## config.mk

```make
export PLATFORM = sky130hd
export DESIGN_NAME = regfile_write_arbiter
export DESIGN_NICKNAME = d
export VERILOG_FILES = /design/src/rtl/rf_pkg.sv /design/src/rtl/rr_arbiter.sv /design/src/rtl/regfile_write_arbiter.sv
export SDC_FILE = /design/constraint.sdc
export NUM_CORES = 1
export LEC_CHECK = 0
export ABC_AREA = 1
export BUFFER_PORTS_ARGS = -buffer_cell sky130_fd_sc_hd__buf_2
export CORE_ASPECT_RATIO = 1.4
export CORE_UTILIZATION = 44
export CTS_CLUSTER_SIZE = 14
export DETAILED_ROUTE_END_ITERATION = 6
export PLACE_DENSITY = 0.82
export SETUP_SLACK_MARGIN = 0.02
export SLEW_MARGIN = 20
export SYNTH_ARGS = -nofsm -noshare
export SYNTH_HDL_FRONTEND = slang
export SYNTH_SLANG_ARGS = --single-unit
```

## constraint.sdc

```tcl
create_clock -name clk -period 2 [get_ports clk]
set_clock_uncertainty 0.2 [all_clocks]
set_input_delay 0.2 -clock clk [delete_from_list [all_inputs] [get_ports clk]]
set_output_delay 0.2 -clock clk [all_outputs]
set_load 0.02 [all_outputs]
```

## src/rtl/rf_pkg.sv

```systemverilog
// rf_pkg: shared register-file geometry and index-width helper.
// Rev 1.0
`default_nettype none

package rf_pkg;
  localparam int RF_ADDR_W   = 5;
  localparam int RF_DATA_W   = 64;
  localparam int RF_ZERO_REG = 31;
  localparam int RF_NUM_REGS = 32;

  // Index width that never collapses to zero bits for a single-entry range.
  function automatic int idx_width(input int n);
    return (n > 1) ? $clog2(n) : 1;
  endfunction
endpackage

`default_nettype wire

```

## src/rtl/rr_arbiter.sv

```systemverilog
// rr_arbiter: combinational round-robin pick starting the scan at ptr.
// Rev 1.0
`default_nettype none

module rr_arbiter
  import rf_pkg::*;
#(
  parameter int N     = 2,
  localparam int IDX_W = idx_width(N)
) (
  input  logic [N-1:0]     req,
  input  logic [IDX_W-1:0] ptr,
  output logic [N-1:0]     gnt,
  output logic [IDX_W-1:0] gnt_idx,
  output logic             any
);

  logic [IDX_W:0]   w_sum;
  logic [IDX_W-1:0] w_idx;

  // Scan farthest-first so the request nearest to ptr overwrites the rest.
  always_comb begin
    gnt     = '0;
    gnt_idx = '0;
    any     = 1'b0;
    w_sum   = '0;
    w_idx   = '0;
    for (int k = N - 1; k >= 0; k--) begin
      w_sum = {1'b0, ptr} + (IDX_W + 1)'(k);
      if (w_sum >= (IDX_W + 1)'(N)) begin
        w_sum = w_sum - (IDX_W + 1)'(N);
      end
      w_idx = w_sum[IDX_W-1:0];
      if (req[w_idx]) begin
        gnt        = '0;
        gnt[w_idx] = 1'b1;
        gnt_idx    = w_idx;
        any        = 1'b1;
      end
    end
  end

endmodule

`default_nettype wire

```

## src/rtl/regfile_write_arbiter.sv

```systemverilog
// regfile_write_arbiter: round-robin sharing of the register-file write port.
// Rev 1.0
`default_nettype none

module regfile_write_arbiter
  import rf_pkg::*;
#(
  parameter int N_REQ    = 2,
  parameter int DATA_W   = RF_DATA_W,
  parameter int ADDR_W   = RF_ADDR_W,
  parameter int ZERO_REG = RF_ZERO_REG,
  parameter int CNT_W    = 16,
  localparam int GID_W   = idx_width(N_REQ)
) (
  input  logic                    clk,
  input  logic                    rst,
  input  logic [N_REQ-1:0]        req_valid,
  output logic [N_REQ-1:0]        req_ready,
  input  logic [N_REQ*ADDR_W-1:0] req_addr,
  input  logic [N_REQ*DATA_W-1:0] req_data,
  output logic                    regWrite,
  output logic [ADDR_W-1:0]       writeReg,
  output logic [DATA_W-1:0]       writeData,
  output logic [GID_W-1:0]        grant_id,
  output logic [CNT_W-1:0]        conflict_cnt
);

  logic [GID_W-1:0]  r_rr_ptr;
  logic              r_reg_write;
  logic [ADDR_W-1:0] r_write_reg;
  logic [DATA_W-1:0] r_write_data;
  logic [GID_W-1:0]  r_grant_id;
  logic [CNT_W-1:0]  r_conflict_cnt;

  logic [N_REQ-1:0]  w_gnt;
  logic [GID_W-1:0]  w_gnt_idx;
  logic              w_any;
  logic              w_accept;
  logic              w_multi;
  logic [ADDR_W-1:0] w_addr;
  logic [DATA_W-1:0] w_data;

  rr_arbiter #(.N(N_REQ)) u_arb (
    .req     (req_valid),
    .ptr     (r_rr_ptr),
    .gnt     (w_gnt),
    .gnt_idx (w_gnt_idx),
    .any     (w_any)
  );

  assign req_ready = rst ? '0 : w_gnt;
  assign w_accept  = w_any & ~rst;
  // Clearing the lowest set bit leaves something only if two or more are set.
  assign w_multi   = |(req_valid & (req_valid - N_REQ'(1)));
  assign w_addr    = req_addr[w_gnt_idx*ADDR_W +: ADDR_W];
  assign w_data    = req_data[w_gnt_idx*DATA_W +: DATA_W];

  always_ff @(posedge clk) begin
    if (rst) begin
      r_rr_ptr       <= '0;
      r_reg_write    <= 1'b0;
      r_write_reg    <= '0;
      r_write_data   <= '0;
      r_grant_id     <= '0;
      r_conflict_cnt <= '0;
    end else begin
      if (w_accept) begin
        r_write_reg  <= w_addr;
        r_write_data <= w_data;
        r_grant_id   <= w_gnt_idx;
        r_reg_write  <= (w_addr != ADDR_W'(ZERO_REG));
        r_rr_ptr     <= (w_gnt_idx == GID_W'(N_REQ - 1)) ? '0 : w_gnt_idx + GID_W'(1);
      end else begin
        r_reg_write  <= 1'b0;
      end
      if (w_multi && (r_conflict_cnt != '1)) begin
        r_conflict_cnt <= r_conflict_cnt + CNT_W'(1);
      end
    end
  end

  assign regWrite     = r_reg_write;
  assign writeReg     = r_write_reg;
  assign writeData    = r_write_data;
  assign grant_id     = r_grant_id;
  assign conflict_cnt = r_conflict_cnt;

endmodule

`default_nettype wire

```

==> metrics.md, run 1 <==
| Metric | Value |
|---|---|
| Status | finished clean |
| Post-DP HPWL | between 8 and 9 mm |
| Layout Nets | between 1000 and 1500 |
| Slew @ Worst Pin | approximately 0.41 ns |
| Hold crit path type | input port to register |
| Slowest CP cell | dlygate4sd3_1 |
| Max cap viols | 0 |
| Commonest cells after routing, fill and taps aside | buf_2 (230), nand2_1 (215), dlygate4sd3_1 (125) |
| Synthesis Warnings | 0 |
| First-pass GRT wire length | roughly 26 mm |
| WHS Endpoint | regWrite |
| Cells after synthesis | 586 |
| Finish-stage setup viols | 0 |
| Core area | 8980 um2 |
| Wire per inst | 16.7 um |
| Clock Root Buffer | clkbuf_16 |
| Longest Clk Path Bufs | 2 |
| 1st-pass router iterations | 6 |
| WP data required | ~2 ns |
| Avg Inst Size Synth | 6.89 um2 |
| Clock slew at reported path FFs | about 0.06 ns |
| Die ar. | ~9600 um2 |
| Initial Util | between 40% and 50% |
| DR vias | 5655 |
| Fin. Hold Viols | 0 |
| Worst-path cell chain | nand2_2 > nand2_4 > inv_6 > buf_12 > nand2_1 > nand3_1 > dlygate4sd3_1 > nand2_1 > inv_1 |
| Min-delay src | req_addr[9] |
| Gr ovfl total | 0 |
| Total Wirelength | between 15 and 20 mm |
| Max H-tree Level | 3 |
| Synth Net Count | between 700 and 800 |
| All-Layer GR Usage | a little over a third |
| Residual DRC count | 0 |
| RSZ-0062 raised after global routing | no |
| Rows | 41 |
| Width of the die | between 80 and 90 um |
| Synth cell types | 26 |
| Static Leak | between 3 and 4 nW |
| Number of routed nets with antenna violations | 0 |
| Most common cell after layout, fill and taps aside | buf_2 |
| R2R Setup Slk | around 0.066 ns |
| Ratio of cells with drive above 1 in the final layout | between 30 and 40% |
| CP max FO | 13 |
| Critical Path End Type | register |
| Final GP Congestion | 0.823 |
| CTS sink cnt | 88 |
| CTS Buf Count | 9 |
| Async set or reset register ratio after synthesis | 0% |
| Fin crit period | between 1.5 and 2 ns |
| Register area share after synthesis | a little over two fifths |
| Worst rel slew slack | ~73% |
| Critical Path Most Common Cell | nand2_1 |
| Worst hold path depth | 4 |
| Vias in the first global route | roughly 5400 |
| WP buf/inv | 4 |
| Multi-input gate area | approximately 2000 um2 |
| Highest cell delay on the worst timing path | roughly 0.6 ns |
| Top FF cell, synth | dfxtp_1 |
| Vias per cell | about 5.4 |
| Worst flop-to-flop path endpoint | writeData[53] |
| Final Max Tran Viols | 0 |
| Arrival time worst endpoint | 1.96 ns |
| Filler Cells Inserted | about 630 |
| FMAX | around 0.52 GHz |
| Top Family by Delay on Critical Path | buffers and inverters |
| Placed cell area | 5310 um2 |
| Max IR drop VDD | around 600 uV |
| R2R Path Start | r_rr_ptr |
| Synth Register Bits | 88 |
| Final Cell Area | a little under 7000 um2 |
| TNS Setup | 0 ns |
| Largest net degree at the start of global routing | 29 |
| Initial antenna violation count | 1 |
| Worst skew pair latency | between 0.3 and 0.4 ns |
| Reg2reg path depth | 9 |
| Kind of critical path | register to register |
| Final worst path period share | ~97% |
| Initial drt markers | around 440 |
| CP Launch Type | register |
| CTS tree | yes |
| Pwr dens | 665 nW/um2 |
| Synth-to-layout area growth | 70.5% |
| Post-layout util | between 70% and 80% |
| Die H | approximately 120 um |
| Port buffer count | 230 |
| Post-synth EDFFs | 0 |
| Cell Area, Synth | around 4000 um2 |
| Top Ports | about 230 |
| Register area | between 1500 and 2000 um2 |
## flip-flops by register name, indices dropped and copies added (netlist names)
name,count
conflict_cnt,16
writeData,64
grant_id,1
regWrite,1
r_rr_ptr,1
writeReg,5
## final cells by class
cell class                      count  share of cell area, %
Antenna cell                        1                 0.0364
Clock buffer                       11                   3.38
Clock inverter                      2                  0.146
Inverter                           44                   2.51
Multi-Input combinational cell    421                   28.5
Sequential cell                    88                   25.6
Tap cell                          107                   1.95
Timing Repair Buffer              374                   37.9
## stage by stage
stage | setup slack (ns) | total power, mW | hold WS (ns) | instances
floorplan | 0.161 | 2.45 | 0.152 | 586
global placement | 0.318 | 2.80 | 0.252 | 907
detailed placement | 0.265 | 2.81 | 0.255 | 907
CTS | 0.0694 | 4.47 | 0.00217 | 1046
global route | 0.0433 | 4.72 | 0.0330 | 1048
finish | 0.0660 | 4.58 | 0.000481 | 1048
## what timing repair did
item / CTS / global route
endpoints found under the hold margin: 66 / 0
resized for setup: 0 / 12
setup buffers: 0 / 1
hold buffers: 126 / 0
setup endpoints to repair: 0 / 20
## cell usage after synthesis (2+ instances only)
library cell	n	area [um2]
o211ai_1	2	15.0
nor2_4	3	33.8
a21oi_2	7	61.3
buf_1	4	15.0
a21oi_1	7	35.0
o21ai_0	32	160
o21ai_1	6	30.0
xnor2_1	2	17.5
a31oi_1	25	156
nor2_1	47	176
nand3_1	37	185
xor2_1	4	35.0
buf_6	2	22.5
buf_2	16	80.1
nor2_2	5	31.3
clkbuf_1	10	37.5
nand2_1	218	818
nand4_1	6	37.5
nand2_2	3	18.8
inv_1	40	150
dfxtp_1	88	1760
a22oi_1	15	113
inv_2	4	15.0
## how the worst max path moves through the flow
stage                    startpoint                to  slack [ns]  cells after the start
finish                     r_rr_ptr     writeData[53]        0.07                      9
global route               r_rr_ptr      writeData[2]        0.04                      7
CTS                        r_rr_ptr     writeData[20]        0.07                      7
detailed placement  conflict_cnt[1]   conflict_cnt[2]        0.26                      8
global placement    conflict_cnt[1]  conflict_cnt[15]        0.32                      9
floorplan           conflict_cnt[0]  conflict_cnt[10]        0.16                      9
## where the power goes
part	total [mW]	internal (mW)	switching, mW
combinational	1.15	0.524	0.626
clock	1.48	0.818	0.657
sequential	1.95	1.88	0.0744
## metal layers
metal	track usage, %	share of wire (%)	up-vias
li1	-	-	2590
met2	62.1	50	398
met3	6.89	8.0	115
met4	24.6	6.9	0
met5	0	0	-
met1	36.8	35	2552
## worst reg2reg max path: cells and delay by family (launching register included)
family	cells	cell delay [ns]
buffers and inverters	4	0.86
DFF	1	0.34
and+or+nand+nor	5	0.44
## cell families (layout without fill, tap and decap cells)
logic type,after synthesis,in the layout,synth area share [%]
adders and majority gates,1,1,0.310
xor gates and xnor gates,6,6,1.30
and+or+nand+nor,319,319,32.2
AOI/OAI and AO/OA,95,95,14.4
buffers and inverters,77,431,8.12
other,0,1,0
DFF,88,88,43.7
(Power assumes the default switching activity.)
==> run 2: changes to the inputs <==
HOLD_SLACK_MARGIN = 0.06   (was not set)
MAX_ROUTING_LAYER = met4   (was not set)
SETUP_SLACK_MARGIN = 0.4   (was 0.02)
==> run 2 against run 1 <==
  * Worst setup slack better by 0.21 ns
  * Combinational power grew 4%
  * Critical path type unchanged
  * Die area is the same
  * Maximum frequency is 12% higher
  * Final cell count is 2.5% higher
  * Global-route usage up 3.6 points
  * Count of clock-buffer cells in the layout unchanged
==> metrics.md, run 2 (same netlist as run 1, synthesis figures left out) <==
| Metric | Value |
|---|---|
| Pwr dens | 649 nW/um2 (was 665 nW/um2) |
| Residual DRC count | 0 (unchanged) |
| Width of the die | 82.9 um (unchanged) |
| CTS Buf Count | 9 (unchanged) |
| Post-layout util | 82.6% (was 76.6%) |
| Combinational share of power | 24.9% (was 25.1%) |
| Hold crit path type | input port to register (unchanged) |
| Antenna cells | 0 (was 1) |
| Vias in the first global route | 6018 (was 5373) |
| Fin crit period | 1.72 ns (was 1.93 ns) |
| Ratio of cells with drive above 1 in the final layout | 35.5% (was 30.4%) |
| Seq pwr share | 40.5% (was 42.7%) |
| DR vias | 5929 (was 5655) |
| Initial drt markers | 453 (was 444) |
| Top Ports | 231 (unchanged) |
| Max reg flops | 64 (unchanged) |
| Worst hold path depth | 4 (unchanged) |
| Final WS setup | 0.276 ns (was 0.0660 ns) |
| Net switching power | 1.40 mW (was 1.36 mW) |
| Post-place setup slack | 0.184 ns (was 0.265 ns) |
| Sw Share | 29.1% (was 29.7%) |
| Total Wirelength | 18.9 mm (was 17.5 mm) |
| Finish-stage setup viols | 0 (unchanged) |
| Port buffer count | 230 (unchanged) |
| Worst-path cell chain | ha_4 > nand2_4 > nor2_4 > nand2_4 > buf_6 > o21ai_4 > buf_6 > o21ai_2 > nor2_1 (was nand2_2 > nand2_4 > inv_6 > buf_12 > nand2_1 > nand3_1 > dlygate4sd3_1 > nand2_1 > inv_1) |
| Final Max Tran Viols | 0 (unchanged) |
| CP Launch Type | register (unchanged) |
| Synth-to-layout area growth | 83.8% (was 70.5%) |
| Die ar. | 9560 um2 (unchanged) |
| CP max FO | 5 (was 13) |
| Rows | 41 (unchanged) |
| Internal Power | 3.42 mW (was 3.22 mW) |
| Fin. Hold Viols | 0 (unchanged) |
| Kind of critical path | register to register (unchanged) |
| 1st-pass router iterations | 5 (was 6) |
| Most common cell after layout, fill and taps aside | buf_2 (unchanged) |
| Die H | 115 um (unchanged) |
| Final worst path period share | 86.2% (was 96.7%) |
| Top Family by Delay on Critical Path | simple AND/OR/NAND/NOR gates (was buffers and inverters) |
| Status | finished clean (unchanged) |
| FMAX | 0.580 GHz (was 0.517 GHz) |
| All-Layer GR Usage | 38.4% (was 34.8%) |
| Number of routed nets with antenna violations | 0 (unchanged) |
| Initial Util | 44.9% (unchanged) |
| Worst rel slew slack | 41.8% (was 72.7%) |
| Static Leak | 3.69 nW (was 3.48 nW) |
| Max cap viols | 0 (unchanged) |
| Layout Nets | 1106 (was 1081) |
| Largest net degree at the start of global routing | 47 (was 29) |
| WP buf/inv | 2 (was 4) |
| Initial antenna violation count | 0 (was 1) |
| Gr ovfl total | 0 (unchanged) |
| TNS Setup | 0 ns (unchanged) |
| Critical Path End Type | register (unchanged) |
| Clock slew at reported path FFs | 0.06 ns (about the same) |
| Worst skew pair latency | 0.33 ns (about the same) |
| Final GP Congestion | 0.868 (was 0.823) |
| Core area | 8980 um2 (unchanged) |
| Slowest CP cell | dfxtp_4 (was dlygate4sd3_1) |
| WHS | 0.130 ns (was 0.000481 ns) |
| Critical path depth | 9 (unchanged) |
| Max H-tree Level | 3 (unchanged) |
| First-pass GRT wire length | 28.2 mm (was 26.2 mm) |
| Slew @ Worst Pin | 0.873 ns (was 0.410 ns) |
| Vias per cell | 5.52 (was 5.40) |
| Placed Cells | 900 (was 907) |
| Max IR drop VDD | 773 uV (was 603 uV) |
| Post-DP HPWL | 8.99 mm (was 8.86 mm) |
| RSZ-0062 raised after global routing | yes (was no) |
| CTS sink cnt | 88 (unchanged) |
| Longest Clk Path Bufs | 2 (unchanged) |
| Clock Root Buffer | clkbuf_16 (unchanged) |
| Layout Cells excl Fill | 1074 (was 1048) |
| Arrival time worst endpoint | 1.78 ns (was 1.96 ns) |
| Reg2reg path depth | 9 (unchanged) |
| Commonest cells after routing, fill and taps aside | buf_2 (228), nand2_1 (201), dlygate4sd3_1 (142) (was buf_2 (230), nand2_1 (215), dlygate4sd3_1 (125)) |
| Wire per inst | 17.6 um (was 16.7 um) |
| Clock power share | 34.6% (was 32.2%) |
| CTS tree | yes (unchanged) |
| Highest cell delay on the worst timing path | 0.36 ns (was 0.59 ns) |
| WP data required | 2.05 ns (was 2.03 ns) |
==> run 2: changes by cell type in the layout (fill, tap and decap cells not counted), moves of 3 or more <==
cell and change:
nor2_2 +3, dfxtp_1 -14, dfxtp_2 +11, dfxtp_4 +3, nor2_4 +4, nor2_1 -7, dlygate4sd3_1 +17, a21oi_2 +5
a21oi_1 -5, nand2_1 -14, nand2_4 +7, nand2_2 +7, buf_6 +5
==> run 2: layout make-up <==
type | instances | area [um2]
timing repair buffer | 399 | 2910
multi-input combinational | 421 | 2120
sequential | 88 | 1790
fill | 503 | 1560
clock buffer | 11 | 243
inverter | 44 | 173
tap | 107 | 134
clock inverter | 4 | 45.0
==> run 2: power groups by stage <==
stage	Clock [mW]	Sequential (mW)	Combinational [mW]
2_1_floorplan	0	2.13	0.325
3_3_place_gp	0	1.97	0.811
3_5_place_dp	0	1.98	0.829
4_1_cts	1.68	1.94	1.09
5_1_grt	1.74	1.96	1.27
6_report	1.66	1.95	1.20
==> run 2: final timing paths <==
path / from / to / slack (ns)
setup / recovery: conflict_cnt[0] / conflict_cnt[1] / 0.28
hold / removal: rst / writeReg[1] / 0.13
setup reg to reg: conflict_cnt[0] / conflict_cnt[1] / 0.28
hold reg to reg: writeData[16] / writeData[16] / 0.28
==> run 2: worst register-to-register path: stages (launching register included) <==
cell     delay [ns]
dfxtp_4        0.36
ha_4           0.16
nand2_4        0.06
nor2_4         0.15
nand2_4        0.08
buf_6          0.13
o21ai_4        0.14
buf_6          0.15
o21ai_2        0.06
nor2_1         0.16
==> run 2: what timing repair did <==
action / 4_1_cts / 5_1_grt
setup buffers: 11 / 3
endpoints found under the hold margin: 72 / 0
endpoints found under the setup margin: 16 / 62
gates resized for setup: 36 / 32
pin swaps: 19 / 14
gates cloned: 1 / 2
hold buffers: 142 / 0
==> run 2: through the flow <==
stage | area, um2 | total power, mW
3_5_place_dp | 5290 | 2.81
2_1_floorplan | 4070 | 2.45
6_report | 7420 | 4.82
4_1_cts | 7230 | 4.71
3_3_place_gp | 5290 | 2.78
5_1_grt | 7420 | 4.98
==> run 2: metal layers <==
| layer | share of wire, % | track usage (%) |
|---|---|---|
| met3 | 8.6 | 7.32 |
| met5 | 0 | - |
| met4 | 6.7 | 26.8 |
| met2 | 50 | 66.4 |
| met1 | 35 | 39.3 |
